--- src/rtl/stopwatch_pkg.sv ---
// Shared types and constants for the stopwatch time base: FSM states,
// BCD digit widths/limits and the mm:ss.cc increment helper.
package stopwatch_pkg;

   typedef enum logic [1:0] {
      CLEARED = 2'd0,
      RUNNING = 2'd1,
      PAUSED  = 2'd2,
      LAP     = 2'd3
   } sw_state_e;

   localparam int MIN_T_W = 3;
   localparam int MIN_U_W = 4;
   localparam int SEC_T_W = 3;
   localparam int SEC_U_W = 4;
   localparam int CES_T_W = 4;
   localparam int CES_U_W = 4;

   localparam logic [3:0] UNIT_MAX     = 4'd9;
   localparam logic [3:0] CES_MAX      = 4'd9;
   localparam logic [2:0] SEC_TENS_MAX = 3'd5;
   localparam logic [2:0] MIN_TENS_MAX = 3'd5;

   typedef struct packed {
      logic [MIN_T_W-1:0] min_t;
      logic [MIN_U_W-1:0] min_u;
      logic [SEC_T_W-1:0] sec_t;
      logic [SEC_U_W-1:0] sec_u;
      logic [CES_T_W-1:0] ces_t;
      logic [CES_U_W-1:0] ces_u;
   } bcd_time_t;

   localparam bcd_time_t TIME_ZERO = '0;
   localparam bcd_time_t TIME_FULL = {MIN_TENS_MAX, UNIT_MAX, SEC_TENS_MAX, UNIT_MAX, CES_MAX, CES_MAX};

   // Ripple-carry BCD increment; full scale rolls every digit back to zero.
   function automatic bcd_time_t bcd_inc(input bcd_time_t t);
      bcd_time_t r;
      logic      c;
      r = t;
      c = 1'b1;
      if (t.ces_u == CES_MAX) r.ces_u = '0;
      else begin r.ces_u = t.ces_u + 4'd1; c = 1'b0; end
      if (c) begin
         if (t.ces_t == CES_MAX) r.ces_t = '0;
         else begin r.ces_t = t.ces_t + 4'd1; c = 1'b0; end
      end
      if (c) begin
         if (t.sec_u == UNIT_MAX) r.sec_u = '0;
         else begin r.sec_u = t.sec_u + 4'd1; c = 1'b0; end
      end
      if (c) begin
         if (t.sec_t == SEC_TENS_MAX) r.sec_t = '0;
         else begin r.sec_t = t.sec_t + 3'd1; c = 1'b0; end
      end
      if (c) begin
         if (t.min_u == UNIT_MAX) r.min_u = '0;
         else begin r.min_u = t.min_u + 4'd1; c = 1'b0; end
      end
      if (c) begin
         if (t.min_t == MIN_TENS_MAX) r.min_t = '0;
         else r.min_t = t.min_t + 3'd1;
      end
      return r;
   endfunction

endpackage

--- src/rtl/button_conditioner.sv ---
// Push-button conditioner: two-flop synchroniser, debounce counter and a
// one-cycle pulse on each accepted press; releases are accepted silently.
module button_conditioner #(
   parameter int DEBOUNCE_W = 14
) (
   input  logic clk,
   input  logic res,
   input  logic btn_raw,
   output logic press
);

   logic                  sync1_q, sync2_q;
   logic                  level_q, level_d;
   logic                  press_q, press_d;
   logic [DEBOUNCE_W-1:0] cnt_q, cnt_d;

   // The counter only runs while the synchronised input disagrees with the accepted level.
   always_comb begin
      cnt_d   = '0;
      level_d = level_q;
      press_d = 1'b0;
      if (sync2_q != level_q) begin
         if (&cnt_q) begin
            level_d = sync2_q;
            press_d = sync2_q;
         end else begin
            cnt_d = cnt_q + DEBOUNCE_W'(1);
         end
      end
   end

   always_ff @(posedge clk or negedge res) begin
      if (!res) begin
         sync1_q <= 1'b0;
         sync2_q <= 1'b0;
         level_q <= 1'b0;
         press_q <= 1'b0;
         cnt_q   <= '0;
      end else begin
         sync1_q <= btn_raw;
         sync2_q <= sync1_q;
         level_q <= level_d;
         press_q <= press_d;
         cnt_q   <= cnt_d;
      end
   end

   assign press = press_q;

endmodule

--- src/rtl/stopwatch_counter.sv ---
// Stopwatch time base: BCD mm:ss.cc counter under start/stop and lap/clear
// buttons, driving the six display digit buses of the SPI display driver.
module stopwatch_counter
   import stopwatch_pkg::*;
#(
   parameter int DEBOUNCE_W = 14,
   parameter bit SATURATE   = 1'b0
) (
   input  logic               clk,
   input  logic               res,
   input  logic               clk_div,
   input  logic               btn_start_stop,
   input  logic               btn_lap_clear,
   output logic [MIN_T_W-1:0] min_X0,
   output logic [MIN_U_W-1:0] min_0X,
   output logic [SEC_T_W-1:0] sec_X0,
   output logic [SEC_U_W-1:0] sec_0X,
   output logic [CES_T_W-1:0] ces_X0,
   output logic [CES_U_W-1:0] ces_0X,
   output logic               running,
   output logic               overflow
);

   sw_state_e state_q, state_d;
   bcd_time_t cnt_q, cnt_d, disp_q, disp_d, cnt_inc;
   logic      clk_div_q, tick, ss_press, lc_press;
   logic      counting, clear_evt, at_full, ovf_q, ovf_d;

   button_conditioner #(.DEBOUNCE_W(DEBOUNCE_W)) u_btn_ss (
      .clk(clk), .res(res), .btn_raw(btn_start_stop), .press(ss_press)
   );

   button_conditioner #(.DEBOUNCE_W(DEBOUNCE_W)) u_btn_lc (
      .clk(clk), .res(res), .btn_raw(btn_lap_clear), .press(lc_press)
   );

   assign tick      = clk_div & ~clk_div_q;
   assign counting  = (state_q == RUNNING) || (state_q == LAP);
   assign clear_evt = (state_q == PAUSED) && lc_press && !ss_press;
   assign cnt_inc   = bcd_inc(cnt_q);
   assign at_full   = (cnt_q == TIME_FULL);

   // start/stop always has priority; a simultaneous lap/clear is dropped
   always_comb begin
      state_d = state_q;
      case (state_q)
         CLEARED: if (ss_press) state_d = RUNNING;
         RUNNING: if (ss_press) state_d = PAUSED;  else if (lc_press) state_d = LAP;
         LAP:     if (ss_press) state_d = PAUSED;  else if (lc_press) state_d = RUNNING;
         PAUSED:  if (ss_press) state_d = RUNNING; else if (lc_press) state_d = CLEARED;
         default: state_d = CLEARED;
      endcase
   end

   // Ticks use the current state, so a tick coinciding with stop is still counted.
   always_comb begin
      cnt_d  = cnt_q;
      ovf_d  = ovf_q;
      disp_d = disp_q;
      if (clear_evt) begin
         cnt_d = TIME_ZERO;
         ovf_d = 1'b0;
      end else if (tick && counting) begin
         if (at_full) begin
            ovf_d = 1'b1;
            if (!SATURATE) cnt_d = TIME_ZERO;
         end else begin
            cnt_d = cnt_inc;
         end
      end
      if (clear_evt) disp_d = TIME_ZERO;
      else if (state_q != LAP) disp_d = cnt_q;
   end

   always_ff @(posedge clk or negedge res) begin
      if (!res) begin
         state_q   <= CLEARED;
         cnt_q     <= TIME_ZERO;
         disp_q    <= TIME_ZERO;
         ovf_q     <= 1'b0;
         clk_div_q <= 1'b0;
      end else begin
         state_q   <= state_d;
         cnt_q     <= cnt_d;
         disp_q    <= disp_d;
         ovf_q     <= ovf_d;
         clk_div_q <= clk_div;
      end
   end

   assign min_X0   = disp_q.min_t;
   assign min_0X   = disp_q.min_u;
   assign sec_X0   = disp_q.sec_t;
   assign sec_0X   = disp_q.sec_u;
   assign ces_X0   = disp_q.ces_t;
   assign ces_0X   = disp_q.ces_u;
   assign running  = counting;
   assign overflow = ovf_q;

endmodule

--- config.mk ---
export PLATFORM = sky130hd
export DESIGN_NAME = stopwatch_counter
export DESIGN_NICKNAME = d
export VERILOG_FILES = /design/src/rtl/stopwatch_pkg.sv /design/src/rtl/button_conditioner.sv /design/src/rtl/stopwatch_counter.sv
export SDC_FILE = /design/constraint.sdc
export NUM_CORES = 1
export LEC_CHECK = 0
export BUFFER_PORTS_ARGS = -buffer_cell sky130_fd_sc_hd__clkbuf_2
export CORE_UTILIZATION = 38
export DETAILED_ROUTE_END_ITERATION = 7
export HOLD_SLACK_MARGIN = 0.05
export PLACE_DENSITY = 0.6
export SLEW_MARGIN = 20
export SYNTH_ARGS = -nofsm -noshare
export SYNTH_HDL_FRONTEND = slang
export SYNTH_SLANG_ARGS = --single-unit
--- constraint.sdc ---
create_clock -name clk -period 2.7 [get_ports clk]
set_input_delay 0.405 -clock clk [delete_from_list [all_inputs] [get_ports clk]]
set_output_delay 0.405 -clock clk [all_outputs]
set_load 0.005 [all_outputs]
-- After elaboration in Yosys (flattened, before gate mapping)
Index checks and enable logic that the tools add are counted.
- bits in registers: 84
- output and inout port bits: 24
- logic and storage cells: 121
- add/subtract/negate cells: 8
- eq/ne operators: 17
- muxes and demuxes: 44
- bitwise gates (word level): 2
- reduce and logical (&&, ||, !) cells: 25
- operator list (cell ; count):
    2-to-1 mux 22 bit ; 5
    2-to-1 mux 14 bit ; 4
    AND reduction 15 bit ; 2
    adder 14 x 1 -> 14 bit, second input constant ; 2
    2-to-1 mux 4 bit ; 7
    AND reduction 14 bit ; 2
    equality test 22 bit, second input constant ; 1
    adder 4 x 1 -> 4 bit, second input constant ; 4
    equality test 4 bit, second input constant ; 4
    2-to-1 mux 1 bit ; 16
    nonzero test 3 bit ; 5
    2-to-1 mux 2 bit ; 7
    2-to-1 mux 3 bit ; 4
    AND reduction 2 bit ; 6
    inequality test 3 x 1 -> 1 bit, second input constant ; 3
    one-hot mux 2 bit (4 select lines) ; 1
    adder 3 x 1 -> 3 bit, second input constant ; 2
    equality test 3 bit, second input constant ; 2
    nonzero test 2 bit ; 3
    equality test 2 bit, second input constant ; 2
    AND reduction 4 bit ; 1
    logical AND 1 bit ; 3
    equality test 2 x 1 -> 1 bit, second input constant ; 1
    logical NOT 2 bit ; 1
    7 further kinds ; 8

-- Longest topological paths before layout
- depth in word-level cells: 10
- mapped depth: 8
- gate-level depth less buffers: 7

-- Cells and area by module
Synthesis repeated with hierarchy kept, for this count alone.
- cells, all modules: 391
- area total of the unflattened synthesis: 4012.6 sq um
- by module, submodules not included (module ; times used ; cells an instance ; area an instance (sq um) ; seq. area each (sq um)):
    stopwatch_counter ; 1 ; 245 ; 2343.5 ; 1201.2
    button_conditioner ; 2 ; 73 ; 834.6 ; 450.4

-- Worst setup path after synthesis
No wires, ideal clock.
- path type: register -> register
- from: register cnt_q[1] (netlist bit)
- to: register cnt_q[18] (netlist bit)
- arrival time: 1840 ps
- path slack: 732 ps
- cell stages (with the launch flop): 9
- path buffers: 1
- clock period less this slack: 1968 ps
- cells stage by stage: dfrtp_1 inv_1 ha_1 nand3b_4 nor4_4 and2_2 clkbuf_1 mux2i_1 o21ai_0
- word-level cells in the longest chain between the ends: 7
- ends and longest elaborated chain (element ; line ; RTL):
    start, declared ; stopwatch_counter.sv:25 ; bcd_time_t cnt_q, cnt_d, disp_q, disp_d, cnt_inc;
    start signal, assigned ; stopwatch_counter.sv:84 ; cnt_q <= cnt_d;
    equality test 4 bit ; stopwatch_pkg.sv:42 ; if (t.ces_u == CES_MAX) r.ces_u = '0;
    2-to-1 mux 1 bit ; stopwatch_pkg.sv:42 ;
    2-to-1 mux 1 bit ; stopwatch_pkg.sv:44 ; if (c) begin
    2-to-1 mux 1 bit ; stopwatch_pkg.sv:48 ; if (c) begin
    2-to-1 mux 1 bit ; stopwatch_pkg.sv:52 ; if (c) begin
    nonzero test 3 bit (no line) ; -- ;
    AND reduction 2 bit (no line) ; -- ;
Several ways; a longest one is shown, not always the timed one. The select of a mux whose other input is x is not followed.
A chain may end at the register's enable or synchronous reset.

-- Worst setup path in the final report
- from: register cnt_q[1] (netlist bit)
- to: register cnt_q[21] (netlist bit)
- word-level cells in the longest chain between the ends: 8
- ends and longest elaborated chain (element ; line ; RTL):
    equality test 4 bit ; stopwatch_pkg.sv:42 ;
    2-to-1 mux 1 bit ; stopwatch_pkg.sv:42 ;
    2-to-1 mux 1 bit ; stopwatch_pkg.sv:44 ;
    2-to-1 mux 1 bit ; stopwatch_pkg.sv:48 ;
    2-to-1 mux 1 bit ; stopwatch_pkg.sv:52 ;
    2-to-1 mux 1 bit ; stopwatch_pkg.sv:56 ; if (c) begin
    nonzero test 3 bit (no line) ; -- ;
    AND reduction 2 bit (no line) ; -- ;
Several ways; a longest one is shown, not always the timed one. The select of a mux whose other input is x is not followed.

==> flow_summary.ini <==
[route]
wirelength_um = 6920
dr.first_iter.drc_count = 73
detailedRoute.firstPassIterationCount = 4
avgViaCountPerCell = 4.92
vias = 2748
routed_antenna_nets = 0
post-route-drc-count = 0
wl_per_cell_um = 12.4

[logic_synthesis]
synth_top_family_by_area = simple AND/OR/NAND/NOR gates
synth_fa_ha_area_share_pct = 3.22
synthesized_area_fraction_occupied_by_ao_oa_aoi_and_oai_cells_pct = 8.27
synth.largest_area_cell = sky130_fd_sc_hd__dfrtp_1
async_reset_ff_share_pct = 100
synth_top_flop_cell = sky130_fd_sc_hd__dfrtp_1
synth-seq-area-share_pct = 54.1
yosysUniqueCellTypes = 45
syn-instance-count = 396
post_synth_and_or_nand_nor_area_fraction_pct = 23.7
yosys.cell_count.top_type = sky130_fd_sc_hd__dfrtp_1
netlist.area_leader.share_pct = 54.1
synth_xor_xnor_area_share_pct = 6.31
synth.net_count = 411
synth-seq-cells = 84
yosysWarnings = 0
synth_edf_count = 0
synthesis.area_um2 = 3890
synthTopCellsByCount = sky130_fd_sc_hd__dfrtp_1 (84), sky130_fd_sc_hd__nand2_1 (60), sky130_fd_sc_hd__nor2_1 (57), sky130_fd_sc_hd__o21ai_0 (23)
synth_area_per_cell_um2 = 9.82
multiplexer_share_of_the_synthesized_area_pct = 1.64
largest_cells_by_area_after_synthesis = sky130_fd_sc_hd__dfrtp_1 (54%), sky130_fd_sc_hd__nand2_1 (5.8%), sky130_fd_sc_hd__nor2_1 (5.5%)

[floorplan]
die_height_um = 103
i_o_pins = 29
core_area_um2 = 9860
fp.dieW_um = 103
start_util_pct = 39.4
fp-row-count = 36
die_area_um2 = 10600

[layout]
final_net_count = 438
ff_latch_area_um2 = 2100
ratio_of_cells_with_drive_above_1_in_the_final_layout_pct = 13.6
fin_area_um2 = 4360
multiInputGateArea_um2 = 1680
post-route-util_pct = 44.2
syn2layout_area_growth_pct = 12.2
n_fill_cell = 946
num_antenna_cells = 0
post_layout_nonfiller_instances = 559

[sta]
maxSlewViolCount = 0
timing.fmax_mhz = 474
setup_tns_ns = 0
finalCritPeriodShare_pct = 78.1
max_slew_margin_pct = 59.0
finalHoldViolCount = 0
rsz0062_at_grt = false
tightest_slew_ns = 0.615
setup-violations-final = 0
layout_min_cycle_time_ns = 2.11
finClkSkew_ns = 0.0150

[global_routing]
grt_max_degree = 44
gr-total-overflow = 0
number_of_antenna_violations_at_the_first_check_in_global_routing = 0
grt_pass1_wl_um = 11800
vias_in_the_first_global_route = 2595
grt.total_usage_pct = 14.4

[setup_path]
timing.critical_path.to_type = flip-flop
critPathSlowestCell = sky130_fd_sc_hd__or4_1
timing.critical_path.to = cnt_q[21]
reg2reg_from = cnt_q[1]
cp.required_ns = 2.97
worst-r2r-setup-slack_ns = 0.59
timing.critical_path.from = cnt_q[1]
timing.rr.end = cnt_q[21]
worstPathArrival_ns = 2.37
reg2reg_depth = 7
cp_cell_sequence = inv_1, ha_1, nand3b_4, nor4_4, nand2_4, or4_1, a21oi_1
timing.critical_path.slowest_cell_delay_ns = 0.48
critPathKind = reg2reg
crit_fanout = 8
cp-start-kind = flip-flop

[clock_tree]
tritoncts_clock_tree = done
post_cts_buffers = 0
postCtsHoldBufs = 0
clk_root_buffer_cell = sky130_fd_sc_hd__clkbuf_8
ctsHtreeMaxLevel = 3
cts_buffers = 9
cts.repair.resized = 0
clock_insertion_delay_worst_skew_ns = 0.35
clk_pin_slew_ns = 0.09
numClockSinks = 84
clockBufferDepth = 2

[placed_design]
port-buffer-count = 28
placed_cells_incl_taps = 545
place_congestion = 0.790
detailedPlacementHpwl_um = 4720
dpl-instance-area_um2 = 4170

[job]
max_cap_viol_count = 0

[worst_hold_path]
hp-class = in2async

[power_and_ir_drop]
power.density_nw_per_um2 = 508
worst_ir_drop_vdd_mv = 0.251
static-leakage-power_nw = 2.03

[outcome]
run_status = complete, no violations
-- worst min path at each step --
stage,from,end,slack (ns),cells past startpoint
final,res,min_X0[2],0.04,1
after global routing,res,min_X0[2],0.07,1
after CTS,res,min_X0[2],0.05,1
after detailed placement,u_btn_ss.sync1_q,u_btn_ss.sync2_q,0.34,0
after global placement,u_btn_ss.sync1_q,u_btn_ss.sync2_q,0.33,0
after floorplan,res,ces_0X[0],0.11,0
-- stage by stage --
stage | total power [mW] | setup slack, ns | hold WS, ns
6_report | 2.21 | 0.591 | 0.0436
5_1_grt | 2.31 | 0.431 | 0.0710
4_1_cts | 2.26 | 0.592 | 0.0533
3_5_place_dp | 1.36 | 0.605 | 0.338
3_3_place_gp | 1.36 | 0.653 | 0.333
2_1_floorplan | 1.32 | 0.732 | 0.109
-- flip-flops by register name, summed over array words and instances (netlist names), 2 cells and up --
signal	cells
sec_X0	3
min_0X	4
state_q	2
sec_0X	4
u_btn_ss.cnt_q	14
min_X0	3
cnt_q	22
u_btn_lc.cnt_q	14
ces_X0	4
ces_0X	4
-- worst max-delay path, delay by kind of cell (launching register included) --
family                     cells  cell delay [ns]
adders and majority gates      1             0.22
and+or+nand+nor                4             1.17
buffers and inverters          1             0.08
AOI/OAI and AO/OA              1             0.16
DFF                            1             0.41
-- report_power, final --
part | internal, mW | switching [mW]
sequential | 1.27 | 0.00886
combinational | 0.0153 | 0.0385
clock | 0.467 | 0.416
-- placed cells by master, fill, tap and decap left out, types with 11 or more instances in the layout --
master / count
sky130_fd_sc_hd__a21oi_1: 16
sky130_fd_sc_hd__clkbuf_2: 27
sky130_fd_sc_hd__clkbuf_8: 11
sky130_fd_sc_hd__dfrtp_1: 84
sky130_fd_sc_hd__inv_1: 13
sky130_fd_sc_hd__nand2_1: 60
sky130_fd_sc_hd__nand3_1: 14
sky130_fd_sc_hd__nor2_1: 57
sky130_fd_sc_hd__o21ai_0: 23
sky130_fd_sc_hd__xnor2_1: 12
sky130_fd_sc_hd__xor2_1: 16
-- routing by layer --
layer	global-route usage, %	part of all wire [%]	up-vias
met5	0	0	-
li1	-	-	1393
met3	3.12	3.6	8
met1	18.5	49	1301
met2	23.7	45	46
met4	5.85	1.4	0
-- layout make-up --
cell class	instances	share of cell area (%)
repair buffers	31	4.07
clock inverters	2	0.803
clock buffers	12	3.56
inverters	13	1.12
multi-input cells	284	38.4
well taps	133	3.82
flip-flops and latches	84	48.2
-- logic make-up (layout without fill, tap and decap cells) --
family,Yosys count,after routing
xor gates and xnor gates,28,28
AOI/OAI and AO/OA,56,56
muxes,6,6
and+or+nand+nor,184,184
buffers and inverters,28,58
adders and majority gates,10,10
DFF,84,84
Power figures use the tool's default switching activity.
